$ cat src/rtl/score_event_scheduler.sv
// score_event_scheduler
// Owns both players' two-digit BCD scores and shares one sound unit between
// the two paddles' hit events. Hit pulses are queued in saturating 2-bit
// pending counters and serviced one at a time. Ties between players are
// broken round-robin. Each service is one score increment followed by one
// PlayAgain request.
//
// Ports:
//   Clock           in   system clock; all state changes on its rising edge
//   pointresetShot1 in   asynchronous active-high reset, clears all state
//   hitShot1/2      in   one-cycle hit pulses from player 1 / player 2
//   clr2            in   synchronous clear of player-2 score and pending count
//   sound_busy      in   sound unit is playing; stalls the WAIT_SND state
//   Number1/2       out  player-1 tens/units BCD digits
//   Number12/22     out  player-2 tens/units BCD digits
//   PlayAgain       out  sound request, high for SOUND_HOLD cycles per event
//   grant           out  one-hot service indicator (bit0 = P1, bit1 = P2)
//   overflow        out  sticky: a hit arrived while that player's queue was full
module score_event_scheduler #(
  parameter int SOUND_HOLD = 4
) (
  input  logic       Clock,
  input  logic       pointresetShot1,
  input  logic       hitShot1,
  input  logic       hitShot2,
  input  logic       clr2,
  input  logic       sound_busy,
  output logic [3:0] Number1,
  output logic [3:0] Number2,
  output logic [3:0] Number12,
  output logic [3:0] Number22,
  output logic       PlayAgain,
  output logic [1:0] grant,
  output logic       overflow
);

  typedef enum logic [1:0] {
    IDLE     = 2'd0,
    UPDATE   = 2'd1,
    WAIT_SND = 2'd2,
    PLAY     = 2'd3
  } state_t;

  localparam logic [3:0] HOLD_LAST = 4'(SOUND_HOLD - 1);

  state_t      state_r, state_nx_s;
  logic        sel_r, sel_nx_s;      // 0 = player 1, 1 = player 2
  logic        last_r, last_nx_s;    // player granted most recently
  logic [3:0]  hold_r, hold_nx_s;
  logic [1:0]  pend1_r, pend2_r;
  logic [2:0]  pend1_upd_s, pend2_upd_s;
  logic [7:0]  score1_r, score2_r;   // {tens, units}
  logic        upd1_s, upd2_s;
  logic        play_again_r;
  logic [1:0]  grant_r;
  logic        overflow_r;

  // BCD increment of a two-digit value; 99 wraps to 00. Out-of-range digits
  // are treated as 9 so a digit can never leave 0..9.
  function automatic logic [7:0] bcd_inc(input logic [7:0] v);
    logic [3:0] tens;
    logic [3:0] units;
    if (v[3:0] >= 4'd9) begin
      units = 4'd0;
      if (v[7:4] >= 4'd9) begin
        tens = 4'd0;
      end else begin
        tens = v[7:4] + 4'd1;
      end
    end else begin
      units = v[3:0] + 4'd1;
      tens  = v[7:4];
    end
    return {tens, units};
  endfunction

  // Saturating pending-count update. Returns {overflow_event, next_count}.
  // A hit and a decrement together cancel out.
  function automatic logic [2:0] pend_next(input logic [1:0] p, input logic hit,
                                           input logic dec);
    logic [2:0] r;
    case ({hit, dec})
      2'b10: begin
        if (p == 2'd3) begin
          r = {1'b1, 2'd3};
        end else begin
          r = {1'b0, p + 2'd1};
        end
      end
      2'b01: begin
        // A clr2 between arbitration and UPDATE can leave the count at 0.
        if (p == 2'd0) begin
          r = {1'b0, 2'd0};
        end else begin
          r = {1'b0, p - 2'd1};
        end
      end
      default: r = {1'b0, p};
    endcase
    return r;
  endfunction

  assign upd1_s = (state_r == UPDATE) && (sel_r == 1'b0);
  assign upd2_s = (state_r == UPDATE) && (sel_r == 1'b1);

  assign pend1_upd_s = pend_next(pend1_r, hitShot1, upd1_s);
  assign pend2_upd_s = pend_next(pend2_r, hitShot2, upd2_s);

  // Next-state, arbitration and hold-counter logic.
  always_comb begin
    state_nx_s = state_r;
    sel_nx_s   = sel_r;
    last_nx_s  = last_r;
    hold_nx_s  = hold_r;
    case (state_r)
      IDLE: begin
        if ((pend1_r != 2'd0) && (pend2_r != 2'd0)) begin
          state_nx_s = UPDATE;
          sel_nx_s   = ~last_r;
          last_nx_s  = ~last_r;
        end else if (pend1_r != 2'd0) begin
          state_nx_s = UPDATE;
          sel_nx_s   = 1'b0;
          last_nx_s  = 1'b0;
        end else if (pend2_r != 2'd0) begin
          state_nx_s = UPDATE;
          sel_nx_s   = 1'b1;
          last_nx_s  = 1'b1;
        end else begin
          state_nx_s = IDLE;
        end
      end
      UPDATE: begin
        state_nx_s = WAIT_SND;
      end
      WAIT_SND: begin
        if (sound_busy) begin
          state_nx_s = WAIT_SND;
        end else begin
          state_nx_s = PLAY;
          hold_nx_s  = 4'd0;
        end
      end
      PLAY: begin
        if (hold_r >= HOLD_LAST) begin
          state_nx_s = IDLE;
          hold_nx_s  = 4'd0;
        end else begin
          hold_nx_s  = hold_r + 4'd1;
        end
      end
      default: begin
        state_nx_s = IDLE;
        hold_nx_s  = 4'd0;
      end
    endcase
  end

  // FSM state, latched choice, round-robin pointer and hold counter.
  always_ff @(posedge Clock or posedge pointresetShot1) begin
    if (pointresetShot1) begin
      state_r <= IDLE;
      sel_r   <= 1'b0;
      last_r  <= 1'b1;
      hold_r  <= 4'd0;
    end else begin
      state_r <= state_nx_s;
      sel_r   <= sel_nx_s;
      last_r  <= last_nx_s;
      hold_r  <= hold_nx_s;
    end
  end

  // Pending counters and sticky overflow; clr2 wins over player-2 activity.
  always_ff @(posedge Clock or posedge pointresetShot1) begin
    if (pointresetShot1) begin
      pend1_r    <= 2'd0;
      pend2_r    <= 2'd0;
      overflow_r <= 1'b0;
    end else begin
      pend1_r <= pend1_upd_s[1:0];
      if (clr2) begin
        pend2_r    <= 2'd0;
        overflow_r <= overflow_r | pend1_upd_s[2];
      end else begin
        pend2_r    <= pend2_upd_s[1:0];
        overflow_r <= overflow_r | pend1_upd_s[2] | pend2_upd_s[2];
      end
    end
  end

  // BCD scores; increments happen in UPDATE, clr2 wins for player 2.
  always_ff @(posedge Clock or posedge pointresetShot1) begin
    if (pointresetShot1) begin
      score1_r <= 8'h00;
      score2_r <= 8'h00;
    end else begin
      if (upd1_s) begin
        score1_r <= bcd_inc(score1_r);
      end else begin
        score1_r <= score1_r;
      end
      if (clr2) begin
        score2_r <= 8'h00;
      end else if (upd2_s) begin
        score2_r <= bcd_inc(score2_r);
      end else begin
        score2_r <= score2_r;
      end
    end
  end

  // Registered PlayAgain and grant, decoded from the upcoming state.
  always_ff @(posedge Clock or posedge pointresetShot1) begin
    if (pointresetShot1) begin
      play_again_r <= 1'b0;
      grant_r      <= 2'b00;
    end else begin
      play_again_r <= (state_nx_s == PLAY);
      if (state_nx_s == UPDATE) begin
        grant_r <= sel_nx_s ? 2'b10 : 2'b01;
      end else begin
        grant_r <= 2'b00;
      end
    end
  end

  assign Number1   = score1_r[7:4];
  assign Number2   = score1_r[3:0];
  assign Number12  = score2_r[7:4];
  assign Number22  = score2_r[3:0];
  assign PlayAgain = play_again_r;
  assign grant     = grant_r;
  assign overflow  = overflow_r;

endmodule

$ cat config.mk
export PLATFORM = sky130hd
export DESIGN_NAME = score_event_scheduler
export DESIGN_NICKNAME = d
export VERILOG_FILES = /design/src/rtl/score_event_scheduler.sv
export SDC_FILE = /design/constraint.sdc
export NUM_CORES = 1
export LEC_CHECK = 0
export CORE_MARGIN = 4
export CORE_UTILIZATION = 45
export DETAILED_ROUTE_END_ITERATION = 7
export PLACE_DENSITY_LB_ADDON = 0.08
export SYNTH_ARGS = -nofsm -noshare
export SYNTH_HDL_FRONTEND = slang
export SYNTH_SLANG_ARGS = --single-unit
$ cat constraint.sdc
create_clock -name Clock -period 2.5 [get_ports Clock]
set_input_delay 0.625 -clock Clock [delete_from_list [all_inputs] [get_ports Clock]]
set_output_delay 0.625 -clock Clock [all_outputs]
set_load 0.01 [all_outputs]
==> results.txt <==
Antenna viol nets, final: 0
Core Region: 3799 um^2
Largest net degree at the start of global routing: 33
Post-synthesis sequential area ratio: 43.84%
Hpwl dp: 2.694 mm
Number of synthesized flops with an enable pin: 0
Post-Syn Area: 1829 um^2
Per-cell routed wire length: 13.92 um
Tot Pwr: 0.001931 W
Final setup viols: 0
Share of the synthesized area in the top cell type: 42.41%
Die X: 71.76 um
Post-synth top flop: dfrtp_1
Leak: 1.004 nW
Synth warnings: 0
Final period util: 80.05%
DR vias: 1,445
Iteration count of the initial detailed-routing pass: 6
Biggest cell delay along the critical path: 0.60 ns
Register bit total from synthesis: 32
Area Growth Syn to Fin: 22.44%
CTS buffer count: 5
CP Buf/Inv Count: 1
Hold_buf cts: 0
CP Max Fanout: 7
DR DRC count: 0
Row cnt: 22
Max_slew headroom: 66.14%
Die Footprint: 5149 um^2
TritonCTS clock tree: built
Worst skew pair latency: 0.28 ns
Total track usage: 15.13%
RSZ-0062 raised after global routing: no
Non-filler cells, final: 261
Slew @ Worst Pin: 0.5068 ns
Count leader, synth: dfrtp_1
Final min period: 2.001 ns
H-tree levels: 2
Slew Limit Fails: 0
Initial antenna violation count: 0
CP Cell Sequence: clkdlybuf4s50_1
Initial Util: 48.16%
Fin nets: 235
Sink Count: 32
Global-route wire length before repair: 6.196 mm
Vias in the first global route: 1,341
Initial drt markers: 78
Hold Vio Cnt, Final: 0
P per Cell Area: 862.2 nW/um^2
Synth cell count leaders: dfrtp_1 (31), inv_1 (24), ha_1 (17), nand2_1 (10)
Ports: 26
Synth unique cells: 45
Vias per cell: 5.536
Dpl cells: 253
Root buffer cell: clkbuf_8
Critical Path Start Type: register
RePlAce Congestion: 0.8462
Hold Path Class: register to register
VDD IR-drop max: 0.5255 mV
Status: completed
Fmax: 499.7 MHz
Cell taking the most area after synthesis: dfrtp_1
Crit path max-delay family: buffers and inverters
Crit end category: primary output
Worst clock skew: 0.008104 ns
Reg clk slew, reported paths: 0.07 ns
Synth Net Count: 205
Gate Count Post-Synth: 182
Detailed Route WL: 3.633 mm
WP data arrival: 1.38 ns
Post-CTS sizing: 0
Kind of critical path: register to primary output
Worst endpoint required time: 1.88 ns
CP max-delay cell: clkdlybuf4s50_1
Port buffer count: 25
Die Ht: 71.76 um
Ranking of synthesized cells by area: dfrtp_1 (42%), ha_1 (12%), inv_1 (4.9%)
Layout cell share with drive strength beyond 1: 9.859%
Async SR Flop Fraction: 100.0%
Clock buffer depth: 2
Avg Inst Size Synth: 10.05 um^2
# diodes: 0
Max Cap Viol: 0
Setup repair bufs after CTS: 0
Remaining Overflow, GRT: 0
Setup_tns: 0 ns
-- per-stage QoR --
| step | worst slack (ns) | instance area (um^2) | hold slack [ns] | utilization, % |
|---|---|---|---|---|
| after global placement | 0.5797 | 2132 | 0.4616 | 56.13 |
| after detailed placement | 0.5054 | 2132 | 0.4693 | 56.13 |
| after global routing | 0.4375 | 2240 | 0.5120 | 58.96 |
| after CTS | 0.4881 | 2240 | 0.4901 | 58.96 |
| final | 0.4988 | 2240 | 0.4911 | 58.96 |
| after floorplan | 0.6600 | 1829 | 0.4442 | - |
-- worst register-to-register path, delay by kind of cell, from the launching register on --
family | cells | cell delay (ns)
buffers and inverters | 1 | 0.10
AOI/OAI and AO/OA | 1 | 0.23
DFF | 1 | 0.44
adders and majority gates | 1 | 0.15
muxes | 1 | 0.35
and+or+nand+nor | 1 | 0.51
-- cells by family after synthesis --
kind of cell,Yosys count,share of synthesized area (%)
flops,32,43.84
simple gates,50,15.18
buf+inv,30,6.840
fa+ha+maj,17,11.63
mux,5,2.873
compound gates,48,19.63
-- report_power, final --
part,switching [W],total [W],internal (W)
Combinational,0.000318,0.000653,0.000335
Clock,0.000188,0.000483,0.000296
Sequential,0.000145,0.000794,0.000649
Total,0.000651,0.00193,0.00128
-- per-layer routing --
metal | global-route usage (%) | part of all wire [%] | wire length [um]
met1 | 18.50 | 44 | 1597
met2 | 25.20 | 51 | 1862
met3 | 5.330 | 4.4 | 160
met4 | 4.175 | 0.33 | 12
met5 | 0 | 0 | 0
-- placed cells by master (no fill, tap or decap), types with 3 or more instances in the layout --
master	Yosys	final
o2111ai_1	4	4
nand2b_1	4	4
dfrtp_1	31	31
mux2i_1	3	3
ha_1	17	17
nor3b_1	3	3
o21ai_0	8	8
o22ai_1	3	3
or3b_2	3	3
clkbuf_8	0	5
nor2_1	9	9
a41oi_1	3	3
and2_1	4	4
inv_1	24	24
clkdlybuf4s50_1	0	25
and3_1	4	4
nor2b_1	6	6
nand2_1	10	10
a21oi_1	9	9
-- path summary, 6_finish.rpt --
kind / start / cells after the start / slack [ns] / to
worst max-delay path: score2_r[3] / 1 / 0.50 / Number22[3]
min in group asynchronous: pointresetShot1 / 3 / 0.73 / score2_r[4]
worst max register to register: score2_r[0] / 5 / 0.62 / score2_r[5]
worst min-delay path: hold_r[3] / 1 / 0.49 / hold_r[3]
max in group asynchronous: pointresetShot1 / 3 / 1.44 / last_r
worst min register to register: hold_r[3] / 1 / 0.49 / hold_r[3]
-- sequential cells by signal, indices dropped and copies added (netlist names) --
| name | cells |
|---|---|
| grant | 2 |
| last_r | 1 |
| score2_r | 8 |
| sel_r | 1 |
| pend2_r | 2 |
| overflow | 1 |
| PlayAgain | 1 |
| state_r | 2 |
| hold_r | 4 |
| score1_r | 8 |
| pend1_r | 2 |
-- layout make-up --
type	instances	area, um^2
clock buffer	6	72.57
clock inverter	2	35.03
fill	330	1559
inverter	26	102.6
multi-input combinational	120	902.1
sequential	32	802.0
tap	48	60.06
timing repair buffer	27	265.3
No activity file was read; power rests on OpenSTA's default activity.
